## src/rtl/branch_predictor.sv

```systemverilog
// -----------------------------------------------------------------------------
// branch_predictor
//
// Dynamic branch predictor for the IF stage of the 5-stage MIPS pipeline.
// A direct-mapped branch target buffer (BTB) is looked up combinationally with
// the fetch PC. It supplies a hit flag, a taken prediction and the predicted
// next PC. When a branch resolves in ID, the table is updated on the next
// rising clock edge. The same cycle also reports whether the prediction
// carried through IF/ID was wrong, together with the correct next PC.
//
// Parameters:
//   ENTRIES : number of BTB entries (power of two, >= 2)
//   ADDR_W  : PC width
//   CNT_W   : width of the saturating direction counter (>= 1)
//
// Ports:
//   clk             : rising-edge clock
//   rst             : asynchronous active-low reset
//   if_pc           : fetch PC to look up
//   pred_hit        : valid entry with matching tag for if_pc
//   pred_taken      : predicted taken (hit and counter MSB set)
//   pred_target     : predicted next PC (BTB target or if_pc+4)
//   upd_valid       : one-cycle pulse, ID holds a resolved branch
//   upd_pc          : PC of the resolved branch
//   upd_taken       : actual branch outcome
//   upd_target      : actual branch target
//   upd_pred_taken  : prediction that travelled with the branch
//   upd_pred_target : predicted target that travelled with the branch
//   mispredict      : prediction was wrong, IF/ID must be flushed
//   redirect_pc     : correct next PC, meaningful when mispredict=1
//
// Optional feature (macro BRANCH_PREDICTOR_STATS_EN):
//   stat_branches    : 32-bit wrapping count of upd_valid cycles
//   stat_mispredicts : 32-bit wrapping count of mispredict cycles
// -----------------------------------------------------------------------------
module branch_predictor #(
    parameter int ENTRIES = 16,
    parameter int ADDR_W  = 32,
    parameter int CNT_W   = 2
) (
    input  logic              clk,
    input  logic              rst,
    input  logic [ADDR_W-1:0] if_pc,
    output logic              pred_hit,
    output logic              pred_taken,
    output logic [ADDR_W-1:0] pred_target,
    input  logic              upd_valid,
    input  logic [ADDR_W-1:0] upd_pc,
    input  logic              upd_taken,
    input  logic [ADDR_W-1:0] upd_target,
    input  logic              upd_pred_taken,
    input  logic [ADDR_W-1:0] upd_pred_target,
    output logic              mispredict,
    output logic [ADDR_W-1:0] redirect_pc
`ifdef BRANCH_PREDICTOR_STATS_EN
    ,
    output logic [31:0]       stat_branches,
    output logic [31:0]       stat_mispredicts
`endif
);

    localparam int IDX_W = $clog2(ENTRIES);
    localparam int TAG_W = ADDR_W - IDX_W - 2;

    // Weakly taken is MSB=1 with the rest clear. Weakly not-taken is the value
    // just below it, i.e. MSB=0 with the rest set. With CNT_W=1 they are 1 and 0.
    localparam logic [CNT_W-1:0] CNT_WT  = CNT_W'(1) << (CNT_W - 1);
    localparam logic [CNT_W-1:0] CNT_WNT = CNT_WT - CNT_W'(1);
    localparam logic [CNT_W-1:0] CNT_MAX = '1;

    logic              valid_mem  [ENTRIES];
    logic [TAG_W-1:0]  tag_mem    [ENTRIES];
    logic [ADDR_W-1:0] target_mem [ENTRIES];
    logic [CNT_W-1:0]  cnt_mem    [ENTRIES];

    logic [IDX_W-1:0]  if_idx;
    logic [TAG_W-1:0]  if_tag;
    logic [IDX_W-1:0]  upd_idx;
    logic [TAG_W-1:0]  upd_tag;
    logic              upd_hit;

    // Split both PCs into index and tag. The two low bits are word-offset bits
    // and never take part in the lookup.
    assign if_idx  = if_pc[IDX_W+1:2];
    assign if_tag  = if_pc[ADDR_W-1:IDX_W+2];
    assign upd_idx = upd_pc[IDX_W+1:2];
    assign upd_tag = upd_pc[ADDR_W-1:IDX_W+2];

    // Zero-latency lookup for the fetch PC. It reads the table as it was before
    // this cycle's update, so a same-index update only shows up next cycle.
    always_comb begin
        pred_hit    = valid_mem[if_idx] && (tag_mem[if_idx] == if_tag);
        pred_taken  = pred_hit && cnt_mem[if_idx][CNT_W-1];
        pred_target = pred_taken ? target_mem[if_idx] : if_pc + ADDR_W'(4);
    end

    // Resolution check for the branch sitting in ID. A taken branch is also
    // mispredicted when its direction was right but the target was stale.
    always_comb begin
        upd_hit     = valid_mem[upd_idx] && (tag_mem[upd_idx] == upd_tag);
        mispredict  = upd_valid &&
                      ((upd_pred_taken != upd_taken) ||
                       (upd_taken && (upd_pred_target != upd_target)));
        redirect_pc = upd_taken ? upd_target : upd_pc + ADDR_W'(4);
    end

    // Table update. A hit moves the saturating counter toward the outcome and
    // refreshes the target when taken. A taken miss claims the entry, evicting
    // whatever alias lived there. A not-taken miss is not worth caching.
    always_ff @(posedge clk or negedge rst) begin
        if (!rst) begin
            for (int i = 0; i < ENTRIES; i++) begin
                valid_mem[i]  <= 1'b0;
                tag_mem[i]    <= '0;
                target_mem[i] <= '0;
                cnt_mem[i]    <= CNT_WNT;
            end
        end else if (upd_valid) begin
            if (upd_hit) begin
                if (upd_taken) begin
                    if (cnt_mem[upd_idx] != CNT_MAX) begin
                        cnt_mem[upd_idx] <= cnt_mem[upd_idx] + CNT_W'(1);
                    end
                    target_mem[upd_idx] <= upd_target;
                end else if (cnt_mem[upd_idx] != '0) begin
                    cnt_mem[upd_idx] <= cnt_mem[upd_idx] - CNT_W'(1);
                end
            end else if (upd_taken) begin
                valid_mem[upd_idx]  <= 1'b1;
                tag_mem[upd_idx]    <= upd_tag;
                target_mem[upd_idx] <= upd_target;
                cnt_mem[upd_idx]    <= CNT_WT;
            end
        end
    end

`ifdef BRANCH_PREDICTOR_STATS_EN
    // Free-running event counters for performance analysis. They wrap silently
    // at 2^32.
    always_ff @(posedge clk or negedge rst) begin
        if (!rst) begin
            stat_branches    <= '0;
            stat_mispredicts <= '0;
        end else begin
            if (upd_valid) begin
                stat_branches <= stat_branches + 32'd1;
            end
            if (mispredict) begin
                stat_mispredicts <= stat_mispredicts + 32'd1;
            end
        end
    end
`else
    // Without statistics, the predictor is just the table and its
    // combinational paths.
`endif

endmodule

```

## config.mk

```make
export PLATFORM = sky130hd
export DESIGN_NAME = branch_predictor
export DESIGN_NICKNAME = d
export VERILOG_FILES = /design/src/rtl/branch_predictor.sv
export SDC_FILE = /design/constraint.sdc
export NUM_CORES = 2
export LEC_CHECK = 0
export CAP_MARGIN = 20
export CORE_MARGIN = 10
export CORE_UTILIZATION = 60
export CTS_CLUSTER_DIAMETER = 50
export CTS_CLUSTER_SIZE = 10
export DETAILED_ROUTE_END_ITERATION = 16
export PLACE_DENSITY = 0.79
export SLEW_MARGIN = 15
export SYNTH_ARGS = -nofsm -noshare
export SYNTH_HDL_FRONTEND = slang
export SYNTH_SLANG_ARGS = --single-unit
```

## constraint.sdc

```tcl
create_clock -name clk -period 4.8 [get_ports clk]
set_clock_uncertainty 0.2 [all_clocks]
set_input_delay 0.48 -clock clk [delete_from_list [all_inputs] [get_ports clk]]
set_output_delay 0.48 -clock clk [all_outputs]
set_load 0.1 [all_outputs]
```

==> impl_results.md <==
* Outcome: finished with violations
* Failing checks: negative setup slack
* Vias in the first global route at between 40000 and 50000
* Die X at 314 µm
* Sw power at approximately 7 mW
* Drt total wl at 179000 µm
* WS Path Type: reg -> out
* Comb pwr share at 0.220
* Final Hold Violating Endpoints at 0
* Core Util, Final at 0.712
* DR vias at 39900
* CP max FO at 4
* Overall Power at between 20 and 25 mW
* Peak supply drop at 362 µV
* Detail Placement HPWL at 116000 µm
* Clock Power Share at 0.333
* Most frequent cells after synthesis: 1358 x nand2_1, 960 x dfrtp_1, 531 x mux2_2
* Avg Inst Size Synth at 11.8 µm²
* Leak at 28.4 nW
* Area Overhead vs Synth at 17.2%
* Met2 wire length at 80100 µm
* Internal power at 17.1 mW
* Post-Synthesis Cells at approximately 4400
* Metal3 WL at 24900 µm
* Hold WC Path Type: in -> reg
* Cell Area, Synth at 51900 µm²
* Final setup violation count at 14
* Synth Warn # at 0
* Yosys reg bits at 976
* Final non-filler cell area at 60900 µm²
* Full die area at 98700 µm²
* Leading area contributor after synthesis: dfrtp_1
* Slowest CP cell: mux4_2
* Met1 WL at 60900 µm
* Final #Nets at 4767
* Fmax at about 200 MHz
* # H-tree levels at 3
* Sequential fraction of the synthesis area at 0.471
* Vias/cell at 6.86
* Overflow after GRT at 0
* Ports at 200
* CTS Buffer Depth at 3
* WL/cell at 30.7 µm
* Startpoint types: register
* TritonCTS clock tree: yes
* Worst Path Required at 4.12 ns
* Inserted Clock Buffers at ~120
* RSZ-0062 raised after global routing: true
* Most used cell, CP: buf_12
* First-pass GRT wire length at approximately 260000 µm
* Placed cell areas at around 57000 µm²
* Final setup margin at -0.0869 ns
* Critical path, cell by cell: mux4_2, mux4_2, xor2_1, nor4_4, nand4_1, nor4_2, and4_4, buf_12, buf_12, buf_16, mux2_4, buf_12
* Worst-Skew Late Latency at slightly above 0.7 ns
* Initial antenna violation count at 9
* Critical Path Sink Type: primary output
* Max-slew headroom at 0.280
* Placer congestion estimate at 0.976
* DRC viols at 0
* Yosys top cell area share at 0.463
* Post-synth EDFFs at 0
* Gr usage total at 0.358
* Setup TNS at -0.815 ns
* Max-slew violation count at 0
* Worst-margin pin slew at 1.08 ns
* DRT iter0 DRCs at around 6000
* Site Rows at 107
* TritonCTS Sinks at 976
* Synth top area cells: dfrtp_1 46%, mux4_2 17%, mux2_2 12%
* CTS root buffer: clkbuf_16
* DR pass1 iterations at 6
* Tcrit/Tclk final at 1.02
* Layout cells sized above 1 at 0.330
* Crit path time final at 4.89 ns
* FILL cells at ~5400
* Clock transition at the registers of the reported paths at 0.06 ns
* Most common cell in the netlist: nand2_1
* Cell Pwr Density at 397 nW/µm²
* Syn_nets at 4551
* DRT antenna net count at 0
* Largest net degree at the start of global routing at 124
* Pre-CTS setup slack at -0.533 ns
* Max-cap violations at 0
* Post-synth cell types at a little under 80
* Core Area at approximately 86000 µm²
* Register share of total power at 0.447
* Top Layer Used: met5
* Switching Fraction at 0.293
* Ys async rst share at 1.00
* Die Y at 314 µm
* Worst path max stage delay at 0.48 ns
* Primary FF master, synth: dfrtp_1
* PortBufs at 199
* Starting utilization of the core area at 0.607
* Crit path DAT at around 4.2 ns
-- cell type report --
class                      instances  area, µm²  share of cell area
inverter                          32        120             0.00197
multi-input combinational       2999      25700               0.422
sequential                       976      24400               0.401
antenna                            5       12.5            0.000206
clock buffer                     139       3060              0.0502
timing repair buffer             502       5840              0.0959
tap                             1144       1430              0.0235
clock inverter                    22        284             0.00466
-- registers in the layout, indices dropped and copies added, names as in the netlist --
signal and flops:
tag_mem 416, target_mem 512, cnt_mem 32, valid_mem 16
-- repair_timing --
| item | 4_1_cts | 5_1_grt |
|---|---|---|
| pin swaps | 7 | 1 |
| setup buffers | 11 | 2 |
| endpoints found under the setup margin | 33 | 31 |
| endpoints found under the hold margin | 94 | 0 |
| gates resized for setup | 45 | 9 |
| gates cloned | 6 | 0 |
| hold buffers | 1 | 0 |
-- layer usage --
metal,global-route usage,vias to the layer above
met5,0,-
met4,0.225,10
met1,0.432,20100
met2,0.536,3071
met3,0.140,843
li1,-,15900
-- layout by cell type, fill, tap and decap left out, drive strengths merged, types with 21 or more instances in the layout --
cell,count
nand2,1373
nand3,37
buf,376
xnor2,81
mux2i,66
and3,31
nor2,66
a22oi,33
clkbuf,139
inv,37
nand4,25
o21ai,50
clkdlybuf4s50,123
mux2,560
xor2,62
dfrtp,960
nand2b,27
a21oi,21
mux4,391
-- worst max-delay path: cells and delay by family (launching register included) --
kind,cells,cell delay [ns]
xor gates and xnor gates,1,0.18
buffers and inverters,4,0.58
DFF,1,0.41
muxes,3,1.27
and+or+nand+nor,4,1.04
-- power groups by stage --
stage	Sequential [mW]	Combinational, mW	Clock (mW)
floorplan	10.5	3.61	0
global placement	10.7	4.94	0
detailed placement	10.9	5.10	0
CTS	10.7	5.23	8.05
global route	10.9	5.62	8.41
finish	10.8	5.33	8.06
-- path summary, 6_finish.rpt --
path | start | endpoint | slack (ns) | cells after the start
max reg2reg | tag_mem[121]$_DFFE_PN0P_ | tag_mem[46]$_DFFE_PN0P_ | 0.60 | 13
min | upd_taken | cnt_mem[0]$_DFFE_PN1P_ | 0.16 | 4
max | tag_mem[409]$_DFFE_PN0P_ | pred_target[3] | -0.09 | 12
min reg2reg | target_mem[34]$_DFFE_PN0P_ | target_mem[34]$_DFFE_PN0P_ | 0.27 | 2
min in group asynchronous | rst | target_mem[383]$_DFFE_PN0P_ | 0.32 | 2
max in group asynchronous | rst | tag_mem[275]$_DFFE_PN0P_ | 2.83 | 4
-- logic make-up (layout without fill, tap and decap cells) --
logic type | count (synthesis) | count (layout) | synth area share
muxes | 1017 | 1017 | 0.305
and+or+nand+nor | 1623 | 1623 | 0.130
xor gates and xnor gates | 143 | 143 | 0.0241
AOI/OAI and AO/OA | 209 | 209 | 0.0282
buffers and inverters | 436 | 695 | 0.0400
adders and majority gates | 7 | 7 | 0.00169
DFF | 976 | 976 | 0.471
other | 0 | 5 | 0
-- metrics by stage --
stage,cells,hold slack (ns)
after global placement,5635,0.252
after CTS,5812,0.146
after detailed placement,5635,0.257
after floorplan,4411,-0.0156
final,5819,0.159
after global routing,5818,0.188
Power figures use the tool's default switching activity.
